===== src/rtl/uart_receiver.sv =====
// uart_receiver: 8N1 UART receiver with centre sampling, framing-error detection
// and a one-entry valid/ready holding register for the received byte.
module uart_receiver #(
    parameter int CLKS_PER_BIT = 5208
) (
    input  logic       int_clk,
    input  logic       rst,
    input  logic       din,
    input  logic       rx_ready,
    output logic [7:0] rx_data,
    output logic       rx_valid,
    output logic       frame_err,
    output logic       overrun,
    output logic       green_LED,
    output logic       red_LED
);
    localparam int CW = $clog2(CLKS_PER_BIT);
    // The IDLE->START cycle already spends one clock of the half bit, so the
    // start-bit centre test lands one count early.
    localparam logic [CW-1:0] HALF_END = CW'(CLKS_PER_BIT / 2 - 2);
    localparam logic [CW-1:0] BIT_END  = CW'(CLKS_PER_BIT - 1);

    typedef enum logic [2:0] {IDLE, START, DATA, STOP, BREAK} state_e;

    state_e        state_q, state_d;
    logic [1:0]    sync_q, sync_d;
    logic [CW-1:0] cnt_q, cnt_d;
    logic [2:0]    idx_q, idx_d;
    logic [7:0]    shift_q, shift_d;
    logic [7:0]    data_q, data_d;
    logic          valid_q, valid_d;
    logic          ferr_q, ferr_d;
    logic          ovr_q, ovr_d;
    logic          red_q, red_d;
    logic          sdin, bit_end, stop_ok, stop_bad;

    assign sdin     = sync_q[1];
    assign bit_end  = cnt_q == BIT_END;
    assign stop_ok  = state_q == STOP && bit_end && sdin;
    assign stop_bad = state_q == STOP && bit_end && !sdin;

    always_ff @(posedge int_clk) begin
        if (rst) begin
            state_q <= IDLE;
            sync_q  <= 2'b11;
            cnt_q   <= '0;
            idx_q   <= '0;
            shift_q <= '0;
            data_q  <= '0;
            valid_q <= 1'b0;
            ferr_q  <= 1'b0;
            ovr_q   <= 1'b0;
            red_q   <= 1'b0;
        end else begin
            state_q <= state_d;
            sync_q  <= sync_d;
            cnt_q   <= cnt_d;
            idx_q   <= idx_d;
            shift_q <= shift_d;
            data_q  <= data_d;
            valid_q <= valid_d;
            ferr_q  <= ferr_d;
            ovr_q   <= ovr_d;
            red_q   <= red_d;
        end
    end

    always_comb begin
        state_d = state_q;
        case (state_q)
            IDLE:    state_d = sdin ? IDLE : START;
            START:   if (cnt_q == HALF_END) state_d = sdin ? IDLE : DATA;
            DATA:    if (bit_end && idx_q == 3'd7) state_d = STOP;
            STOP:    if (bit_end) state_d = sdin ? IDLE : BREAK;
            BREAK:   state_d = sdin ? IDLE : BREAK;
            default: state_d = IDLE;
        endcase
    end

    always_comb begin
        sync_d  = {sync_q[0], din};
        cnt_d   = (state_d != state_q || state_q == IDLE || state_q == BREAK || bit_end) ? '0 : cnt_q + 1'b1;
        idx_d   = state_q == START ? 3'd0 : (state_q == DATA && bit_end) ? idx_q + 3'd1 : idx_q;
        shift_d = shift_q;
        if (state_q == DATA && bit_end)
            shift_d[idx_q] = sdin;
        data_d  = stop_ok ? shift_q : data_q;
        valid_d = stop_ok || (valid_q && !rx_ready);
        ovr_d   = stop_ok && valid_q && !rx_ready;
        ferr_d  = stop_bad;
        red_d   = stop_bad || (red_q && !stop_ok);
    end

    always_comb begin
        rx_data   = data_q;
        rx_valid  = valid_q;
        frame_err = ferr_q;
        overrun   = ovr_q;
        green_LED = state_q != IDLE;
        red_LED   = red_q;
    end
endmodule


===== config.mk =====
export PLATFORM = sky130hd
export DESIGN_NAME = uart_receiver
export DESIGN_NICKNAME = d
export VERILOG_FILES = /design/src/rtl/uart_receiver.sv
export SDC_FILE = /design/constraint.sdc
export NUM_CORES = 1
export LEC_CHECK = 0
export ABC_AREA = 1
export CORE_MARGIN = 2
export CORE_UTILIZATION = 35
export DETAILED_ROUTE_END_ITERATION = 6
export SLEW_MARGIN = 40
export SYNTH_ARGS = -nofsm -noshare
export SYNTH_HDL_FRONTEND = slang
export SYNTH_SLANG_ARGS = --single-unit

===== constraint.sdc =====
create_clock -name int_clk -period 2 [get_ports int_clk]
set_input_delay 0.3 -clock int_clk [delete_from_list [all_inputs] [get_ports int_clk]]
set_output_delay 0.3 -clock int_clk [all_outputs]
set_load 0.005 [all_outputs]

==> flow_summary_export.csv <==
group,metric,value,unit
synth,netlist_area,1950,um^2
detailed_routing,drc,0,
power,switchingPower,324,uW
power,p_seq_share,53.5,%
cts,postCtsSetupRepairBufs,0,
power,p_total,1530,uW
cts,numCtsBuffers,5,
synth,synth.yosys.warnings,0,
power,clock_power_share,43.5,%
synth,synthesis.nets,266,
detailed_routing,routed_wl,3640,um
timing,fmax,574,MHz
timing,fin_crit_sh,87.1,%
timing,hold_viol_final,0,
worst_setup_path,endpoint_kind,"register",
cts,clk_pin_slew,80,ps
timing,tns,0,ps
cells_and_area,final_nets,288,
timing,rsz0062_at_grt,"no",
floorplan,pin_count,17,
cts,cts_resized,0,
place,place.gp.congestion,0.828,
power,peakVddDrop,0.311,mV
synth,synth-seq-cells,41,
cts,cts-root-buf,"clkbuf_8",
timing,maxSlewViolCount,0,
grt,antenna_found_initial,0,
floorplan,start_util,35.8,%
cts,hold_buffers,0,
timing,worst_slew_pin_slew,398,ps
power,power.density,664,nW/um^2
worst_setup_path,worstPathArrival,1960,ps
power,combPwrFrac,3.0,%
detailed_routing,vias,1591,
grt,track_usage,13.2,%
timing,finalSetupViolCount,0,
cts,cts_sinks,41,
worst_setup_path,start_kind,"register",
worst_setup_path,reg2regPathDepth,10,
synth,yosysTopAreaCellShare,42.1,%
cts,clockBufferDepth,2,
place,io_buffers,16,
grt,grt_pass1_wl,6470,um
synth,syn_avg_cell_area,7.55,um^2
detailed_routing,viasPerCell,4.51,
grt,gr-total-overflow,0,
cells_and_area,diodes,0,
cts,cts_tree,"built",
synth,synth_area_leader_cell,"dfxtp_1",
status,status,"completed",
detailed_routing,dr.pass1.iters,4,
synth,ys_seq_area_share,42.1,%
timing,skew,7.78,ps
worst_setup_path,critPathKind,"register to register",
cells_and_area,syn_to_final_growth,18.7,%
synth,yosys-top-cells-area,"dfxtp_1 42%, nand2_1 8.3%, inv_1 6.6%, nor2_1 5.4%, xor2_1 4.0%",
floorplan,core.rowCount,27,
power,power.leakage,0.000812,uW
cells_and_area,layout-drive-gt1-share,16.7,%
detailed_routing,drt_iter0_drc,51,
worst_setup_path,cp_max_fo,13,
floorplan,chipWidth,78.6,um
timing,slew_headroom,73.4,%
cts,clock_latency,290,ps
floorplan,coreArea,5440,um^2
grt,grt_max_degree,19,
timing,min_period,1740,ps
detailed_routing,wl_per_cell,10.3,um
synth,syn_inst,258,
detailed_routing,ant_nets,0,
synth,synthDistinctLibCells,29,
worst_setup_path,cp.required,2220,ps
min_path,hold_path_class,"register to register",
floorplan,die_height,78.6,um
place,dp_hpwl,2670,um
power,switching_share,21.1,%
cells_and_area,fillers,566,
power,p_int,1210,uW
grt,grt_pass1_vias,1480,
flow_run,cap_violations,0,
min_path,hold_path_depth,1,
floorplan,die-area,6180,um^2
cts,htreeDepth,2,
-- worst max-delay path, stage by stage (launching register included) --
cell      delay, ps
dfxtp_1         330
ha_1            230
nand2_1         110
clkinv_1        100
nand2_2          80
nor2_4           40
nand4_1         110
nand2_1          60
nand2_1          70
nand3_2         330
nor2_1          200
-- power by group through the flow --
stage,Combinational [uW],Sequential (uW),Clock (uW)
finish,46.2,821,667
global route,51.2,822,726
CTS,46.4,821,692
detailed placement,45.9,841,0
global placement,45.9,841,0
floorplan,28.6,841,0
-- final timing paths --
path                   from         to  slack [ps]
setup / recovery   cnt_q[0]  cnt_q[12]         260
hold / removal    sync_q[0]  sync_q[1]         410
setup reg to reg   cnt_q[0]  cnt_q[12]         260
hold reg to reg   sync_q[0]  sync_q[1]         410
-- cells in the final DEF (no fill, tap or decap), drive strengths merged, types with 2 or more instances in the layout --
| master | synthesis | routed |
|---|---|---|
| nand3 | 19 | 19 |
| inv | 40 | 40 |
| o21ai | 21 | 21 |
| xor2 | 9 | 9 |
| nand2 | 46 | 46 |
| nor2 | 43 | 43 |
| ha | 4 | 4 |
| buf | 2 | 3 |
| or2 | 2 | 2 |
| dfxtp | 41 | 41 |
| nor3 | 16 | 16 |
| clkdlybuf4s50 | 0 | 16 |
| a21oi | 7 | 7 |
| clkbuf | 2 | 5 |
| clkinv | 2 | 3 |
-- cells by family after synthesis --
kind of cell,synth area share [%]
DFF,42.1
xor gates and xnor gates,4.50
and+or+nand+nor,33.3
adders and majority gates,2.57
buffers and inverters,9.31
AOI/OAI and AO/OA,8.16
-- per-stage QoR --
step / cells / hold slack, ps / utilization (%) / cell area [um^2] / setup WS [ps]
after floorplan: 258 / 371 / - / 1950 / 511
after global placement: 345 / 399 / 40.4 / 2200 / 282
after detailed placement: 345 / 393 / 40.4 / 2200 / 228
after CTS: 353 / 410 / 42.5 / 2310 / 213
after global routing: 353 / 448 / 42.5 / 2310 / 53.4
final: 353 / 409 / 42.5 / 2310 / 257
-- flip-flops by register name, summed over array words and instances (netlist names), named ones only --
name,cells
idx_q,3
sync_q,2
rx_valid,1
cnt_q,13
shift_q,8
rx_data,8
state_q,3
overrun,1
frame_err,1
-- cells in the mapped netlist (all sizes together) --
cell type,number
o21ai,21
or2,2
nand3,19
dfxtp,41
buf,2
o31ai,1
nor3,16
ha,4
clkinv,2
nor2,43
a21boi,1
inv,40
clkbuf,2
a21oi,7
xor2,9
nand4,1
xnor2,1
nand2,46
-- area by class of cell --
| class | count | area (um^2) | area share (%) |
|---|---|---|---|
| Tap cell | 72 | 90.1 | 3.90 |
| Clock inverter | 3 | 46.3 | 2.00 |
| Sequential cell | 41 | 821 | 35.5 |
| Inverter | 42 | 158 | 6.82 |
| Clock buffer | 5 | 68.8 | 2.98 |
| Timing Repair Buffer | 19 | 183 | 7.90 |
| Multi-Input combinational cell | 171 | 946 | 40.9 |
-- layer usage --
metal	global-route usage [%]	share of wire, %	vias to the layer above
met2	20.9	44	24
met4	5.96	1.7	0
met5	0	0	-
met1	16.8	50	709
li1	-	-	852
met3	3.56	4.3	6
No activity file was read; power rests on OpenSTA's default activity.
